<file path="config.mk">
export PLATFORM = sky130hd
export DESIGN_NAME = alu_seq
export DESIGN_NICKNAME = d
export VERILOG_FILES = /design/src/rtl/alu_seq.sv
export SDC_FILE = /design/constraint.sdc
export NUM_CORES = 1
export LEC_CHECK = 0
export ABC_AREA = 0
export CAP_MARGIN = 20
export CORE_MARGIN = 3
export CORE_UTILIZATION = 35
export DETAILED_ROUTE_END_ITERATION = 7
export REMOVE_ABC_BUFFERS = 1
export SYNTH_ARGS = -nofsm -noshare
export SYNTH_HDL_FRONTEND = slang
export SYNTH_SLANG_ARGS = --single-unit
</file>
<file path="constraint.sdc">
create_clock -name clk -period 6.13 [get_ports clk]
set_input_delay 1.226 -clock clk [delete_from_list [all_inputs] [get_ports clk]]
set_output_delay 1.226 -clock clk [all_outputs]
set_load 0.02 [all_outputs]
</file>
<file path="src/rtl/alu_seq.sv">
// Multi-cycle ALU. ADD/SUB finish in one cycle. Shifts move one bit per cycle.
// MUL is a shift-add loop over WIDTH cycles. A start/busy/done handshake frames each operation.
module alu_seq #(
  parameter int WIDTH   = 16,
  parameter int SHAMT_W = $clog2(WIDTH)
) (
  input  logic             clk,
  input  logic             rst_n,
  input  logic             start,
  input  logic [2:0]       opcode,
  input  logic [WIDTH-1:0] rsdata,
  input  logic [WIDTH-1:0] rmdata,
  input  logic [WIDTH-1:0] N,
  output logic             busy,
  output logic             done,
  output logic [WIDTH-1:0] aluout,
  output logic             flag_z,
  output logic             flag_n,
  output logic             flag_c,
  output logic             flag_v
);

  localparam int CNT_W = $clog2(WIDTH + 1);
  localparam logic [CNT_W-1:0] CNT_FULL = CNT_W'(WIDTH);
  localparam logic [CNT_W-1:0] CNT_ONE  = CNT_W'(1);

  localparam logic [2:0] OP_LSL = 3'b100;
  localparam logic [2:0] OP_MUL = 3'b101;
  localparam logic [2:0] OP_LSR = 3'b110;
  localparam logic [2:0] OP_ASR = 3'b111;

  typedef enum logic [1:0] {S_IDLE, S_SHIFT, S_MUL, S_DONE} state_t;

  state_t           r_state, w_state_next;
  logic [2:0]       r_op;
  logic [WIDTH-1:0] r_a, r_b, r_acc, r_aluout;
  logic [CNT_W-1:0] r_cnt;
  logic             r_z, r_n, r_c, r_v;

  logic               w_accept, w_b_is_rm, w_is_sub, w_last, w_add_v;
  logic [SHAMT_W-1:0] w_k;
  logic [WIDTH-1:0]   w_b_sel, w_addend, w_shift_res, w_acc_next;
  logic [WIDTH:0]     w_sum;
  logic               w_shift_out;
  logic               w_res_we, w_res_c, w_res_v;
  logic [WIDTH-1:0]   w_res;

  // R forms and MUL take rmdata. Everything else takes N.
  assign w_accept   = (r_state == S_IDLE) && start;
  assign w_k        = N[SHAMT_W-1:0];
  assign w_b_is_rm  = (!opcode[2] && !opcode[0]) || (opcode == OP_MUL);
  assign w_b_sel    = w_b_is_rm ? rmdata : N;
  assign w_is_sub   = (opcode[2:1] == 2'b01);
  assign w_addend   = w_is_sub ? ~w_b_sel : w_b_sel;
  assign w_sum      = {1'b0, rsdata} + {1'b0, w_addend} + {{WIDTH{1'b0}}, w_is_sub};
  assign w_add_v    = (rsdata[WIDTH-1] == w_addend[WIDTH-1]) &&
                      (w_sum[WIDTH-1] != rsdata[WIDTH-1]);
  assign w_last     = (r_cnt == CNT_ONE);
  assign w_acc_next = r_acc + (r_b[0] ? r_a : '0);

  // NOTE: every always_comb output gets a default first, so no path can infer a latch.
  always_comb begin
    w_shift_res = {r_a[WIDTH-2:0], 1'b0};
    w_shift_out = r_a[WIDTH-1];
    if (r_op == OP_LSR) begin
      w_shift_res = {1'b0, r_a[WIDTH-1:1]};
      w_shift_out = r_a[0];
    end else if (r_op == OP_ASR) begin
      w_shift_res = {r_a[WIDTH-1], r_a[WIDTH-1:1]};
      w_shift_out = r_a[0];
    end
  end

  always_comb begin
    w_state_next = r_state;
    busy         = (r_state != S_IDLE);
    done         = (r_state == S_DONE);
    case (r_state)
      S_IDLE: if (start) begin
        if (!opcode[2])            w_state_next = S_DONE;
        else if (opcode == OP_MUL) w_state_next = S_MUL;
        else if (w_k == '0)        w_state_next = S_DONE;
        else                       w_state_next = S_SHIFT;
      end
      S_SHIFT: if (w_last) w_state_next = S_DONE;
      S_MUL:   if (w_last) w_state_next = S_DONE;
      default: w_state_next = S_IDLE;
    endcase
  end

  // The result and flags are written only on the edge that enters DONE.
  always_comb begin
    w_res_we = 1'b0;
    w_res    = '0;
    w_res_c  = 1'b0;
    w_res_v  = 1'b0;
    case (r_state)
      S_IDLE: if (start) begin
        if (!opcode[2]) begin
          w_res_we = 1'b1;
          w_res    = w_sum[WIDTH-1:0];
          w_res_c  = w_sum[WIDTH];
          w_res_v  = w_add_v;
        end else if ((opcode != OP_MUL) && (w_k == '0)) begin
          w_res_we = 1'b1;
          w_res    = rsdata;
        end
      end
      S_SHIFT: if (w_last) begin
        w_res_we = 1'b1;
        w_res    = w_shift_res;
        w_res_c  = w_shift_out;
      end
      S_MUL: if (w_last) begin
        w_res_we = 1'b1;
        w_res    = w_acc_next;
      end
      default: ;
    endcase
  end

  // NOTE: sequential state uses non-blocking assignments only, so every flop samples pre-edge values.
  always_ff @(posedge clk or negedge rst_n) begin
    if (!rst_n) r_state <= S_IDLE;
    else        r_state <= w_state_next;
  end

  // NOTE: all datapath registers are plain flops, so each one is cleared by the async reset.
  always_ff @(posedge clk or negedge rst_n) begin
    if (!rst_n) begin
      r_op     <= '0;
      r_a      <= '0;
      r_b      <= '0;
      r_acc    <= '0;
      r_cnt    <= '0;
      r_aluout <= '0;
      r_z      <= 1'b0;
      r_n      <= 1'b0;
      r_c      <= 1'b0;
      r_v      <= 1'b0;
    end else begin
      if (w_accept) begin
        r_op  <= opcode;
        r_a   <= rsdata;
        r_b   <= w_b_sel;
        r_acc <= '0;
        r_cnt <= (opcode == OP_MUL) ? CNT_FULL : CNT_W'(w_k);
      end else if (r_state == S_SHIFT) begin
        r_a   <= w_shift_res;
        r_cnt <= r_cnt - CNT_ONE;
      end else if (r_state == S_MUL) begin
        r_acc <= w_acc_next;
        r_a   <= {r_a[WIDTH-2:0], 1'b0};
        r_b   <= {1'b0, r_b[WIDTH-1:1]};
        r_cnt <= r_cnt - CNT_ONE;
      end
      if (w_res_we) begin
        r_aluout <= w_res;
        r_z      <= (w_res == '0);
        r_n      <= w_res[WIDTH-1];
        r_c      <= w_res_c;
        r_v      <= w_res_v;
      end
    end
  end

  assign aluout = r_aluout;
  assign flag_z = r_z;
  assign flag_n = r_n;
  assign flag_c = r_c;
  assign flag_v = r_v;

endmodule

</file>
[Word level (Yosys, flattened, before mapping)]
Cells that the tools add are included.
Widths: inputs -> output; s select.
Operators by class
  multiplexer cells: 44
  eq/ne operators: 14
  bitwise gates (word level): 1
  add/sub/neg operators: 4
  reductions and logical operators: 16
Operators by type and width (count)
  $mux 16: 19
  $pmux 16 s3: 1
  $mux 5: 4
  $add 16x16->17: 1
  $add 17x1->17: 1
  $add 16x16->16: 1
  $logic_not 16->1: 1
  $not 16->16: 1
  $mux 1: 12
  $mux 2: 5
  $eq 3x3->1 const B: 3
  $eq 5x1->1 const B: 1
  $sub 5x1->5 const B: 1
  $eq 2x1->1 const B: 2
  $eq 2x2->1 const B: 2
  $logic_and 1x1->1: 4
  $logic_not 4->1: 1
  $ne 2x2->1 const B: 2
  $pmux 1 s2: 2
  $pmux 2 s2: 1
  $reduce_and 2->1: 2
  $reduce_bool 2->1: 2
  $ne 3x3->1 const B: 1
  $reduce_bool 3->1: 1
  7 further kinds: 8
Word-level totals
  bits in registers: 78
  output and inout port bits: 22

[Longest topological paths before layout]
Gate-level depths: netlist of the first run.
  depth in word-level cells: 13
  gate-level depth with buffers: 18

[Worst setup path after synthesis of the first run]
No wires, ideal clock.
  path kind: input port to flip-flop
  start: input opcode[2]
  end: register r_z, in the netlist flag_z
  required time: 6.009 ns
  data arrival time: 5.290 ns
  cell stages on the path: 15
  path buffers: 2
  setup time: 0.121 ns
  setup slack: 0.719 ns
  cell sequence: buf_4 > o21ai_1 > clkbuf_1 > mux2i_1 > xnor2_1 > ha_1 > a21o_1 > a21o_1 > a2111o_1 > and3_4 > or4b_2 > a31o_2 > nand3_1 > nor4_2 > a32o_2
On the way
  longest elaborated chain between the ends: 12
RTL lines
  start: declaration: RTL line 10  | input logic [2:0] opcode,
  branches (longest 12 deep; another with $add 16x16->17)
  end signal: assignment: RTL line 159  | r_z <= (w_res == '0);
  end: declaration: RTL line 38  | logic r_z, r_n, r_c, r_v;
Parallel ways; which one is timed is not known.
A chain may end at the register's enable or synchronous reset.

[Worst setup path in the final report of the first run]
  start: input opcode[0]
  end: register r_z, in the netlist flag_z
On the way
  longest elaborated chain between the ends: 12
RTL lines
  branches (longest 12 deep; another with $add 16x16->17)
Parallel ways; which one is timed is not known.

==> run_results.csv, run 1 <==
group,metric,value,unit
global_routing,first_global_vias,5466,
critical_path,data_arrival_time_of_the_critical_path,5.57,ns
placement,preCtsSetupSlack,0.458,ns
global_routing,overflow,0,
cts,h_tree_depth_reported_by_cts,3,
timing,final-max-slew-violation-count,0,
min_path,timing.hold.worst_path_depth,2,
die,rows,47,
detailed_routing,antenna_violating_nets_post_route,0,
die,die_height,139,µm
global_routing,grt_pass1_wl,29.7,mm
timing,fmaxAchievable,0.189,GHz
final_layout,num-nets-final,903,
yosys,ys_types,75,
timing,period_needed,5.29,ns
yosys,mappedNetlistArea,6180,µm²
yosys,yosys.area.top_type,"sky130_fd_sc_hd__dfrtp_1",
power_and_ir_drop,total_switching_power,1.47,mW
cts,tritoncts,"built",
flow_run,cap_violations,0,
critical_path,critPathKind,"primary input to flip-flop",
final_layout,final_design_area_no_fill,7440,µm²
placement,numPortBuffers,75,
timing,fin_ws,0.842,ns
power_and_ir_drop,post-layout-total-power,3.29,mW
power_and_ir_drop,power.share.switching,0.446,
yosys,syn_inst,752,
power_and_ir_drop,share_of_power_burned_in_registers,0.286,
cts,postCtsHoldBufs,0,
critical_path,crit_fanout,10,
die,initial_cell_density_of_the_core,0.365,
power_and_ir_drop,ir_worst_vdd,0.176,mV
final_layout,layout.cells.most_common,"sky130_fd_sc_hd__a21oi_1",
yosys,synth_warnings,0,
yosys,synth-edff-count,0,
timing,totalNegativeSetupSlack,0,ns
final_layout,final_layout_size_suffix_gt1_frac,0.0666,
global_routing,grt_use_total,0.188,
yosys,ys_dominant_reg_cell,"sky130_fd_sc_hd__dfrtp_1",
global_routing,grt_antenna_before_repair,0,
timing,timing_hold_violations_final,0,
yosys,post-synth-top-area-fraction,0.312,
timing,setup_viol,0,
power_and_ir_drop,intPower,1.82,mW
die,fp.dieArea,19300,µm²
placement,place_area,7120,µm²
detailed_routing,detail_route.drc_violations,0,
cts,cts_sinks,77,
global_routing,grt_start_max_net_pins,78,
cts,worstSkewPairLatency,0.35,ns
timing,hold-worst-slack,0.478,ns
status,result_of_the_run,"finished clean",
cts,clkSlewWorstSetupHoldPaths,0.06,ns
cts,cts-root-to-sink-buffers,2,
yosys,synth-async-reset-ratio,1.00,
critical_path,worst_setup_path_start_kind,"primary input",
cts,cts_root_buf,"sky130_fd_sc_hd__clkbuf_16",
yosys,synth_seq_area_share,0.312,
die,placeableCoreArea,16900,µm²
cts,number_of_buffers_inserted_to_repair_setup_after_cts,0,
timing,worst_pin_slew,0.796,ns
power_and_ir_drop,power.static_leakage,3.07,nW
die,fp.dieW,139,µm
critical_path,flop_to_flop_setup_slack,2.43,ns
critical_path,reg2regPathDepth,12,
final_layout,fillerInstances,1733,
timing,rsz0062_at_grt,"no",
yosys,synth-seq-cells,77,
cts,postCtsResizedCells,0,
final_layout,layout.cells.most_common_list,"sky130_fd_sc_hd__a21oi_1 (100), sky130_fd_sc_hd__nand2_1 (94), sky130_fd_sc_hd__dfrtp_1 (77)",
cts,cts-buffers-inserted,9,
detailed_routing,totalWireLength,18.1,mm
detailed_routing,detail_route.first_pass.iterations,5,
min_path,hp-class,"flip-flop to flip-flop",
final_layout,area_delta_synth_final,20.5,%
detailed_routing,avgRoutedWirePerCell,17.5,µm
timing,timing.clock.skew,0.00795,ns
power_and_ir_drop,power.share.clock,0.169,
detailed_routing,route.vias.total,5668,
timing,timing.slew.headroom,0.468,
placement,place.gp.congestion,0.859,
power_and_ir_drop,powerDensity,442,nW/µm²
power_and_ir_drop,comb_pwr_share,0.545,
critical_path,worstSetupEndpointType,"flip-flop",
detailed_routing,via_count_normalized_by_instance_count,5.50,
critical_path,crit_required,6.41,ns
detailed_routing,drt_first_iter_violations,457,
yosys,syn-mean-instance-area,8.21,µm²
die,i_o_pins,76,
placement,dpl.hpwl,13.4,mm
final_layout,antennaDiodeCount,0,
timing,crit_share_post_route,0.863,
yosys,synth_area_leaders,"sky130_fd_sc_hd__dfrtp_1 (31%), sky130_fd_sc_hd__a21oi_1 (8.1%), sky130_fd_sc_hd__ha_1 (8.1%)",
[flip-flops by register name, summed over array words and instances (netlist names)]
signal / count
r_state: 2
r_b: 16
flag_z: 1
r_a: 16
r_op: 3
aluout: 16
flag_v: 1
flag_c: 1
r_acc: 16
r_cnt: 5
[final cells by class]
cell class,instances,area [µm²],share of cell area
clock buffers,11,253,0.0340
clock inverters,4,47.5,0.00639
flip-flops and latches,77,1930,0.259
repair buffers,86,843,0.113
well taps,220,275,0.0370
multi-input cells,614,4030,0.541
inverters,19,71.3,0.00958
[cell families after synthesis]
logic type | count (synthesis) | synth area share
AOI/OAI and AO/OA | 247 | 0.256
xor gates and xnor gates | 42 | 0.0595
adders and majority gates | 42 | 0.0875
buffers and inverters | 61 | 0.0395
DFF | 77 | 0.312
muxes | 32 | 0.0527
and+or+nand+nor | 251 | 0.193
[per-stage QoR]
stage | utilization | cells
after floorplan | - | 710
after global placement | 0.421 | 1015
after detailed placement | 0.421 | 1015
after CTS | 0.438 | 1030
after global routing | 0.439 | 1031
final | 0.439 | 1031
[per-layer routing]
layer | GRT usage | part of all wire | vias up
met1 | 0.268 | 0.47 | 2638
met3 | 0.0341 | 0.057 | 27
met4 | 0.0551 | 0.020 | 0
met5 | 0 | 0 | -
met2 | 0.294 | 0.45 | 168
li1 | - | - | 2835
[synthesized netlist by cell type (all sizes together), types with 2 or more instances]
| library cell | n |
|---|---|
| a2111oi | 2 |
| fa | 2 |
| a31oi | 5 |
| buf | 11 |
| a21oi | 101 |
| mux2 | 4 |
| nand4 | 3 |
| or2 | 2 |
| a211o | 2 |
| and3 | 3 |
| o31ai | 4 |
| xor2 | 10 |
| a32oi | 3 |
| nor4 | 3 |
| nor3 | 8 |
| or4b | 3 |
| and4 | 2 |
| a21boi | 2 |
| o22a | 16 |
| o22ai | 6 |
| o211ai | 3 |
| nor4b | 3 |
| nand3b | 4 |
| clkbuf | 31 |
| nand2 | 94 |
| ha | 40 |
| a211oi | 5 |
| nand4b | 2 |
| nand3 | 24 |
| and2 | 18 |
| nor2b | 8 |
| a221o | 3 |
| nand2b | 6 |
| dfrtp | 77 |
| mux2i | 28 |
| a22o | 10 |
| o21ai | 47 |
| a21o | 16 |
| inv | 19 |
| xnor2 | 32 |
| a221oi | 5 |
| o41ai | 2 |
| nor2 | 66 |
[power by group through the flow]
stage                     Sequential (mW)  Clock (mW)  Combinational, mW
after floorplan                     0.966           0               1.15
after global placement              0.942           0               1.77
after detailed placement            0.943           0               1.78
after CTS                           0.938       0.572               1.79
after global routing                0.971       0.593               2.00
final                               0.941       0.556               1.79
[worst paths after layout]
check | from | to
worst max-delay path | opcode[0] | flag_z$_DFFE_PN0P_
worst min-delay path | r_acc[4]$_DFFE_PN0P_ | r_acc[4]$_DFFE_PN0P_
worst max register to register | r_b[0]$_DFFE_PN0P_ | flag_z$_DFFE_PN0P_
worst min register to register | r_acc[4]$_DFFE_PN0P_ | r_acc[4]$_DFFE_PN0P_
max in group asynchronous | rst_n | r_acc[12]$_DFFE_PN0P_
min in group asynchronous | rst_n | r_cnt[4]$_DFFE_PN0P_
[worst max-delay path: stages]
cell and delay, ns:
sky130_fd_sc_hd__clkdlybuf4s50_1 0.61, sky130_fd_sc_hd__nand3b_1 0.22, sky130_fd_sc_hd__o21ai_2 0.27, sky130_fd_sc_hd__buf_4 0.31, sky130_fd_sc_hd__mux2i_1 0.29, sky130_fd_sc_hd__xnor2_1 0.15, sky130_fd_sc_hd__ha_1 0.30, sky130_fd_sc_hd__a21o_1 0.20
sky130_fd_sc_hd__a2111o_1 0.43, sky130_fd_sc_hd__and3_4 0.20, sky130_fd_sc_hd__o41a_1 0.34, sky130_fd_sc_hd__xor2_1 0.16, sky130_fd_sc_hd__a221oi_1 0.32, sky130_fd_sc_hd__inv_1 0.10, sky130_fd_sc_hd__nor4_2 0.25, sky130_fd_sc_hd__a32o_2 0.19
(Power assumes the default switching activity.)
==> inputs of run 2 (changes only) <==
--- a/config.mk
+++ b/config.mk
@@ -11,6 +11,7 @@
 export CORE_UTILIZATION = 35
 export DETAILED_ROUTE_END_ITERATION = 7
 export REMOVE_ABC_BUFFERS = 1
+export SLEW_MARGIN = 10
 export SYNTH_ARGS = -nofsm -noshare
 export SYNTH_HDL_FRONTEND = slang
 export SYNTH_SLANG_ARGS = --single-unit
==> results of run 2 <==
No change in the layout: final DEF, timing and power equal those of run 1.
